--- src/rtl/fp16_conv_arbiter.sv ---
// Round-robin arbiter sharing one external fixed-point-to-FP16 converter among NUM_REQ requesters.
// Two-stage pipeline: S1 drives the converter, S2 captures its result and presents it tagged with the requester ID.
module fp16_conv_arbiter #(
    parameter int unsigned NUM_REQ = 4,
    parameter int unsigned ID_W    = 2
) (
    input  logic                   clk,
    input  logic                   rst_n,
    input  logic [NUM_REQ-1:0]     req_valid,
    input  logic [16*NUM_REQ-1:0]  req_data,
    output logic [NUM_REQ-1:0]     req_ready,
    output logic [15:0]            conv_in,
    input  logic [15:0]            conv_out,
    output logic                   rsp_valid,
    output logic [ID_W-1:0]        rsp_id,
    output logic [15:0]            rsp_data,
    input  logic                   rsp_ready,
    output logic                   busy,
    output logic [15:0]            rsp_count
);

    localparam int unsigned DATA_W = 16;

    logic                s1_valid;
    logic [DATA_W-1:0]   s1_data;
    logic [ID_W-1:0]     s1_id;
    logic                s2_valid;
    logic [DATA_W-1:0]   s2_data;
    logic [ID_W-1:0]     s2_id;
    logic [ID_W-1:0]     ptr;
    logic [DATA_W-1:0]   cnt;

    logic                s1_load;
    logic                s2_load;
    logic                any_valid;
    logic                accept;
    logic [ID_W-1:0]     grant;
    logic [ID_W-1:0]     next_ptr;
    logic [DATA_W-1:0]   sel_data;
    logic [NUM_REQ-1:0]  rot;
    int unsigned         arb_idx;

    assign s2_load  = s1_valid && (!s2_valid || rsp_ready);
    assign s1_load  = !s1_valid || s2_load;
    assign accept   = any_valid && s1_load && rst_n;
    assign next_ptr = (grant == ID_W'(NUM_REQ - 1)) ? '0 : grant + ID_W'(1);

    // Rotating priority search starting at the pointer; first valid requester wins.
    always_comb begin
        any_valid = 1'b0;
        grant     = '0;
        arb_idx   = 0;
        rot       = '0;
        for (int unsigned k = 0; k < NUM_REQ; k++) begin
            arb_idx = 32'(ptr) + k;
            if (arb_idx >= NUM_REQ) begin
                arb_idx = arb_idx - NUM_REQ;
            end
            rot = req_valid >> arb_idx;
            if (!any_valid && rot[0]) begin
                any_valid = 1'b1;
                grant     = ID_W'(arb_idx);
            end
        end
    end

    // One-hot accept and operand select for the granted requester.
    always_comb begin
        req_ready = '0;
        sel_data  = '0;
        for (int unsigned i = 0; i < NUM_REQ; i++) begin
            if (grant == ID_W'(i)) begin
                req_ready[i] = accept;
                sel_data     = req_data[i*DATA_W +: DATA_W];
            end
        end
    end

    always_ff @(posedge clk) begin
        if (!rst_n) begin
            s1_valid <= 1'b0;
            s1_data  <= '0;
            s1_id    <= '0;
            s2_valid <= 1'b0;
            s2_data  <= '0;
            s2_id    <= '0;
            ptr      <= '0;
            cnt      <= '0;
        end else begin
            if (s1_load) begin
                if (any_valid) begin
                    s1_valid <= 1'b1;
                    s1_data  <= sel_data;
                    s1_id    <= grant;
                    ptr      <= next_ptr;
                end else begin
                    s1_valid <= 1'b0;
                end
            end

            if (s2_load) begin
                s2_valid <= 1'b1;
                s2_data  <= conv_out;
                s2_id    <= s1_id;
            end else if (s2_valid && rsp_ready) begin
                s2_valid <= 1'b0;
            end

            if (s2_valid && rsp_ready) begin
                cnt <= cnt + DATA_W'(1);
            end
        end
    end

    assign conv_in   = s1_data;
    assign rsp_valid = s2_valid;
    assign rsp_id    = s2_id;
    assign rsp_data  = s2_data;
    assign rsp_count = cnt;
    assign busy      = s1_valid || s2_valid;

endmodule

--- config.mk ---
export PLATFORM = sky130hd
export DESIGN_NAME = fp16_conv_arbiter
export DESIGN_NICKNAME = d
export VERILOG_FILES = /design/src/rtl/fp16_conv_arbiter.sv
export SDC_FILE = /design/constraint.sdc
export NUM_CORES = 1
export LEC_CHECK = 0
export CORE_ASPECT_RATIO = 0.9
export CORE_MARGIN = 8
export CORE_UTILIZATION = 29
export DETAILED_ROUTE_END_ITERATION = 16
export REMOVE_ABC_BUFFERS = 1
export SLEW_MARGIN = 10
export SYNTH_ARGS = -nofsm -noshare
export SYNTH_HDL_FRONTEND = slang
export SYNTH_SLANG_ARGS = --single-unit
--- constraint.sdc ---
create_clock -name clk -period 6.58 [get_ports clk]
set_input_delay 1.974 -clock clk [delete_from_list [all_inputs] [get_ports clk]]
set_output_delay 1.974 -clock clk [all_outputs]
set_load 0.05 [all_outputs]
# Word-level counts from Yosys, hierarchy flattened
# Cells that the tools add are included.
[word_totals]
register_bits = 56
in_bits = 87
output_inout_bits = 56
elab_cells = 70
[classes]
n_addsub = 9
order_cmp = 4
eq_ne = 3
n_shift = 4
mux = 24
reduce_logical = 18
[op_table]
columns = ["op", "n"]
rows = [
  ["$mux 32", 4],
  ["$shr 4x32->1", 4],
  ["$mux 16", 4],
  ["$add 16x1->16 const B", 1],
  ["$sub 3x3->4 const B", 3],
  ["$mux 1", 11],
  ["$mux 2", 5],
  ["$ge 3x3->1 const B", 3],
  ["$logic_and 1x1->1", 7],
  ["$add 2x2->3 const B", 2],
  ["$logic_not 1->1", 5],
  ["$eq 2x2->1 const B", 2],
  ["$sub 2x3->4 const B", 1],
  ["$add 2x1->3 const B", 1],
  ["$ge 2x3->1 const B", 1],
  ["$logic_or 1x1->1", 3],
  ["$add 2x1->2 const B", 1],
  ["$eq 2x1->1 const B", 1],
  ["$logic_not 2->1", 1],
  ["$reduce_and 2->1", 1],
  ["$reduce_bool 2->1", 1],
]

# Depth between registers and ports, before layout
[logic_depth]
ltp_word = 18
depth_mapped = 16
ltp_nobuf = 13

# Worst setup path before layout
# OpenSTA, ideal clock, no wires.
[synth_path]
path_type = "input-to-output"
startpoint = "in req_valid[2]"
endpoint = "out req_ready[1]"
arrival_ps = 4252
required_ps = 4606
setup_slack_ps = 354
stages = 8
n_path_buf = 2
cell_sequence = "mux4_2 > o21bai_1 > xnor2_1 > and2_1 > ha_1 > clkbuf_1 > clkbuf_1 > and3_1"
[synth_via]
elab_cells_between_ends = 22
cone_classes = "1 x eq/ne; 4 x shift; 9 x mux; 8 x reduce/logical"
[synth_rtl]
columns = ["element", "line", "rtl"]
rows = [
  ["start, declared", "9", "input logic [NUM_REQ-1:0] req_valid,"],
  ["$shr 4x32->1", "59", "rot = req_valid >> arb_idx;"],
  ["$mux 1", "60", "if (!any_valid && rot[0]) begin"],
  ["$logic_not 1->1", "60", ""],
  ["$logic_and 1x1->1", "60", ""],
  ["$mux 1", "60", ""],
  ["$logic_not 1->1", "60", ""],
  ["$logic_and 1x1->1", "60", ""],
  ["$mux 1", "60", ""],
  ["$logic_not 1->1", "60", ""],
  ["$logic_and 1x1->1", "60", ""],
  ["$mux 2 (*)", "60", ""],
  ["via grant[0]", "37", "logic [ID_W-1:0] grant;"],
  ["$eq 2x1->1 (*)", "72", "if (grant == ID_W'(i)) begin"],
  ["$mux 1 (*)", "72", ""],
  ["end, declared", "11", "output logic [NUM_REQ-1:0] req_ready,"],
]
# The timed path passes the listed nets; every way through them passes the cells marked *.

# Worst setup path after layout
[layout_path]
startpoint = "in req_valid[3]"
endpoint = "out req_ready[2]"
[layout_via]
elab_cells_between_ends = 22
cone_classes = "1 x eq/ne; 4 x shift; 9 x mux; 8 x reduce/logical"
[layout_rtl]
columns = ["element", "line"]
rows = [
  ["$shr 4x32->1", "59"],
  ["$mux 1", "60"],
  ["$logic_not 1->1", "60"],
  ["$logic_and 1x1->1", "60"],
  ["$mux 1", "60"],
  ["$logic_not 1->1", "60"],
  ["$logic_and 1x1->1", "60"],
  ["$mux 1", "60"],
  ["$logic_not 1->1", "60"],
  ["$logic_and 1x1->1", "60"],
  ["$mux 2 (*)", "60"],
  ["via grant[1]", "37"],
  ["$eq 2x2->1 (*)", "72"],
  ["$mux 1 (*)", "72"],
]
# Marks and branches as above.

==> key figures <==
Status
  – Status: finished clean

Worst setup path
  – Setup crit start kind: input pin
  – Top Family by Delay on Critical Path: buffers and inverters
  – CP Cell Sequence: clkdlybuf4s50_1 > mux2_2 > a22oi_2 > nor3_1 > o31ai_1 > inv_1 > ha_1 > and3_1 > buf_12
  – CP max stage cell: clkdlybuf4s50_1
  – R2R cell count: 13
  – WP buf/inv: 3
  – Worst-path fanout max: 7
  – Reg2Reg Capture Point: conv_in[7]
  – Worst EP required: 4.61 ns
  – Crit path DAT: 4.37 ns
  – Reg-to-reg slack, setup: 2.78 ns
  – Reg2reg start: ptr[0]
  – Max stage delay on crit path: 0.50 ns
  – Crit end category: output pin
  – Critical path type: in -> out

Route
  – Final WL: 9340 microns
  – Antenna viol nets, final: 0
  – DR vias: 2,912
  – Routed vias/inst: 4.85
  – DR pass1 iterations: 4
  – Drt initial violations: 172
  – Post-route DRC: 0
  – Avg WL per Cell: 15.6 microns

Pwr
  – Static leakage: 1.80 nW
  – Internal: 0.00111 W
  – VDD IR-drop max: 0.202 mV
  – P per Cell Area: 430 nW/um^2
  – Sequential Power Share: 22.5%
  – Sw Pwr: 0.000910 W
  – Comb pwr share: 64.4%
  – Switching share of power: 45.0%
  – Clock power frac: 13.1%

Synth
  – Post-Synthesis Cells: 340
  – Largest area contributor in the netlist: dfxtp_1
  – Synth Cell Area: 3020 sq um
  – Synth top area share: 37.2%
  – Ys flop type: dfxtp_1
  – Most frequent cell after synthesis: nand2_1
  – Yosys reg bits: 56
  – Sequential cell area fraction in the yosys report: 37.2%
  – Synth top cells by count: 67 x nand2_1, 56 x dfxtp_1, 21 x a21boi_0, 20 x clkbuf_1, 20 x nor2b_1
  – Yosys warnings: 0
  – Post-Syn Area per Cell: 8.87 sq um
  – Post-synth EDFFs: 0
  – Distinct cells, synth: 44
  – Synth async-reset ratio: 0%
  – Synth top area cells: dfxtp_1 37%, nand2_1 8.3%, o211a_1 5.3%

Layout
  – Area Growth Syn to Fin: 56.1%
  – Final instance area: 4710 sq um
  – Fill count: 1,030
  – # nets final: 565
  – Share of cells above drive strength 1: 6.58%
  – Diode count: 0

Placement
  – I/O Buffers: 142
  – HPWL Detailed: 7240 microns
  – Placed instance area: 4560 sq um
  – GPL Wtd Cong: 0.802

Worst hold path
  – Hold Crit Endpoint: rsp_data[2]
  – Min-delay src: rsp_data[2]
  – Worst hold path type: reg -> reg
  – WHS Path Cells: 2

STA
  – Final Skew: 0.00680 ns
  – # setup viols final: 0
  – RSZ-0062 raised after global routing: false
  – Highest clock rate: 158 MHz
  – Rel. slew slack: 55.2%
  – Max Slew Vio Count: 0
  – Setup TNS: 0 ns
  – Final Hold Viols: 0
  – Fin crit share: 96.5%
  – Minimum clock period: 6.35 ns
  – Worst-Margin Slew: 0.672 ns

Flow run
  – Max cap viols: 0

Clock network
  – CTS tree: done
  – Total CTS buffers: 5
  – H-Tree Depth: 2
  – Clk sink count: 56
  – # hold bufs at CTS: 0
  – Clock transition at path regs: 0.07 ns
  – Root Driver: clkbuf_16
  – Post-CTS setup-driven buffer insertion count: 0
  – Cts repair resizes: 0
  – CTS max path bufs: 2
  – Skew-Pair Late Insertion Delay: 0.29 ns

GRT
  – Vias in the first global route: 2,920
  – Largest net degree at the start of global routing: 45
  – First-pass GRT wire length: 14,800 microns
  – GR Overflow Total: 0
  – Initial antenna violation count: 0
  – Total GRT Usage: 13.1%

Floorplanning
  – FP Rows: 35
  – Die Area: 13,900 sq um
  – Die width: 124 microns
  – IO Count: 143
  – Core box area: 10,200 sq um
  – Die Y: 113 microns
  – Starting density of the core: 29.6%
[worst max path at each step]
| stage | startpoint | to | slack (ns) | depth (start not counted) |
|---|---|---|---|---|
| final | req_valid[3] | req_ready[2] | 0.23 | 9 |
| after global placement | req_valid[3] | req_ready[2] | 0.33 | 9 |
| after global routing | req_valid[3] | req_ready[2] | 0.06 | 9 |
| after detailed placement | req_valid[3] | req_ready[2] | 0.25 | 9 |
| after CTS | req_valid[3] | req_ready[2] | 0.23 | 9 |
| after floorplan | req_valid[2] | req_ready[3] | 0.30 | 6 |
[metrics by stage]
step	utilization [%]	power, W	cells	hold slack (ns)	setup slack (ns)
detailed placement	44.7	0.00178	592	0.457	0.247
finish	46.1	0.00202	600	0.464	0.232
floorplan	-	0.00134	314	0.438	0.299
global placement	44.7	0.00177	592	0.453	0.335
global route	46.1	0.00219	600	0.488	0.0580
CTS	46.1	0.00206	600	0.468	0.232
[final cells by class]
type,instances,area (sq um),area share [%]
Timing Repair Buffer,149,1510,32.0
Clock inverter,3,22.5,0.478
Multi-Input combinational cell,254,1750,37.3
Clock buffer,5,125,2.66
Tap cell,129,161,3.43
Sequential cell,56,1120,23.8
Inverter,4,15.0,0.319
[logic make-up after synthesis]
| logic type | Yosys count | synth area share (%) |
|---|---|---|
| DFF | 56 | 37.2 |
| xor gates and xnor gates | 15 | 4.36 |
| buffers and inverters | 30 | 4.69 |
| and+or+nand+nor | 136 | 22.7 |
| muxes | 7 | 3.32 |
| AOI/OAI and AO/OA | 88 | 24.5 |
| adders and majority gates | 8 | 3.32 |
[flip-flops by register name, indices dropped and copies added (netlist names)]
| name | flops |
|---|---|
| ptr | 2 |
| rsp_id | 2 |
| rsp_count | 16 |
| s1_valid | 1 |
| conv_in | 16 |
| rsp_valid | 1 |
| s1_id | 2 |
| rsp_data | 16 |
[routing by layer]
layer  share of wire, %  GRT usage (%)  wire (microns)
met1                 44           15.7            4100
met2                 45           21.0            4220
met3                 11           6.12             991
met4               0.31           2.17              29
met5                  0              0               0
[worst min-delay path, cell delays in order, from the launching register on]
cell      delay [ns]
dfxtp_1         0.31
nand2_1         0.05
a21boi_0        0.06
[cell usage in the layout, fill, tap and decap left out, types with 7 or more instances in the layout]
master / synthesis / routed
o211a_1: 16 / 16
clkdlybuf4s50_1: 0 / 137
and2_1: 15 / 15
dfxtp_1: 56 / 56
o311ai_1: 14 / 14
a221oi_1: 15 / 15
buf_4: 1 / 7
nand2_1: 67 / 67
ha_1: 8 / 8
xnor2_1: 13 / 13
nor2b_1: 20 / 20
nand3_1: 8 / 8
a21boi_0: 21 / 21
[power groups by stage]
stage	combinational, W	clock (W)	sequential, W
2_1_floorplan	0.000717	0	0.000628
3_3_place_gp	0.00131	0	0.000461
3_5_place_dp	0.00132	0	0.000462
4_1_cts	0.00132	0.000280	0.000456
5_1_grt	0.00143	0.000294	0.000467
6_report	0.00130	0.000265	0.000456
(Power assumes the default switching activity.)
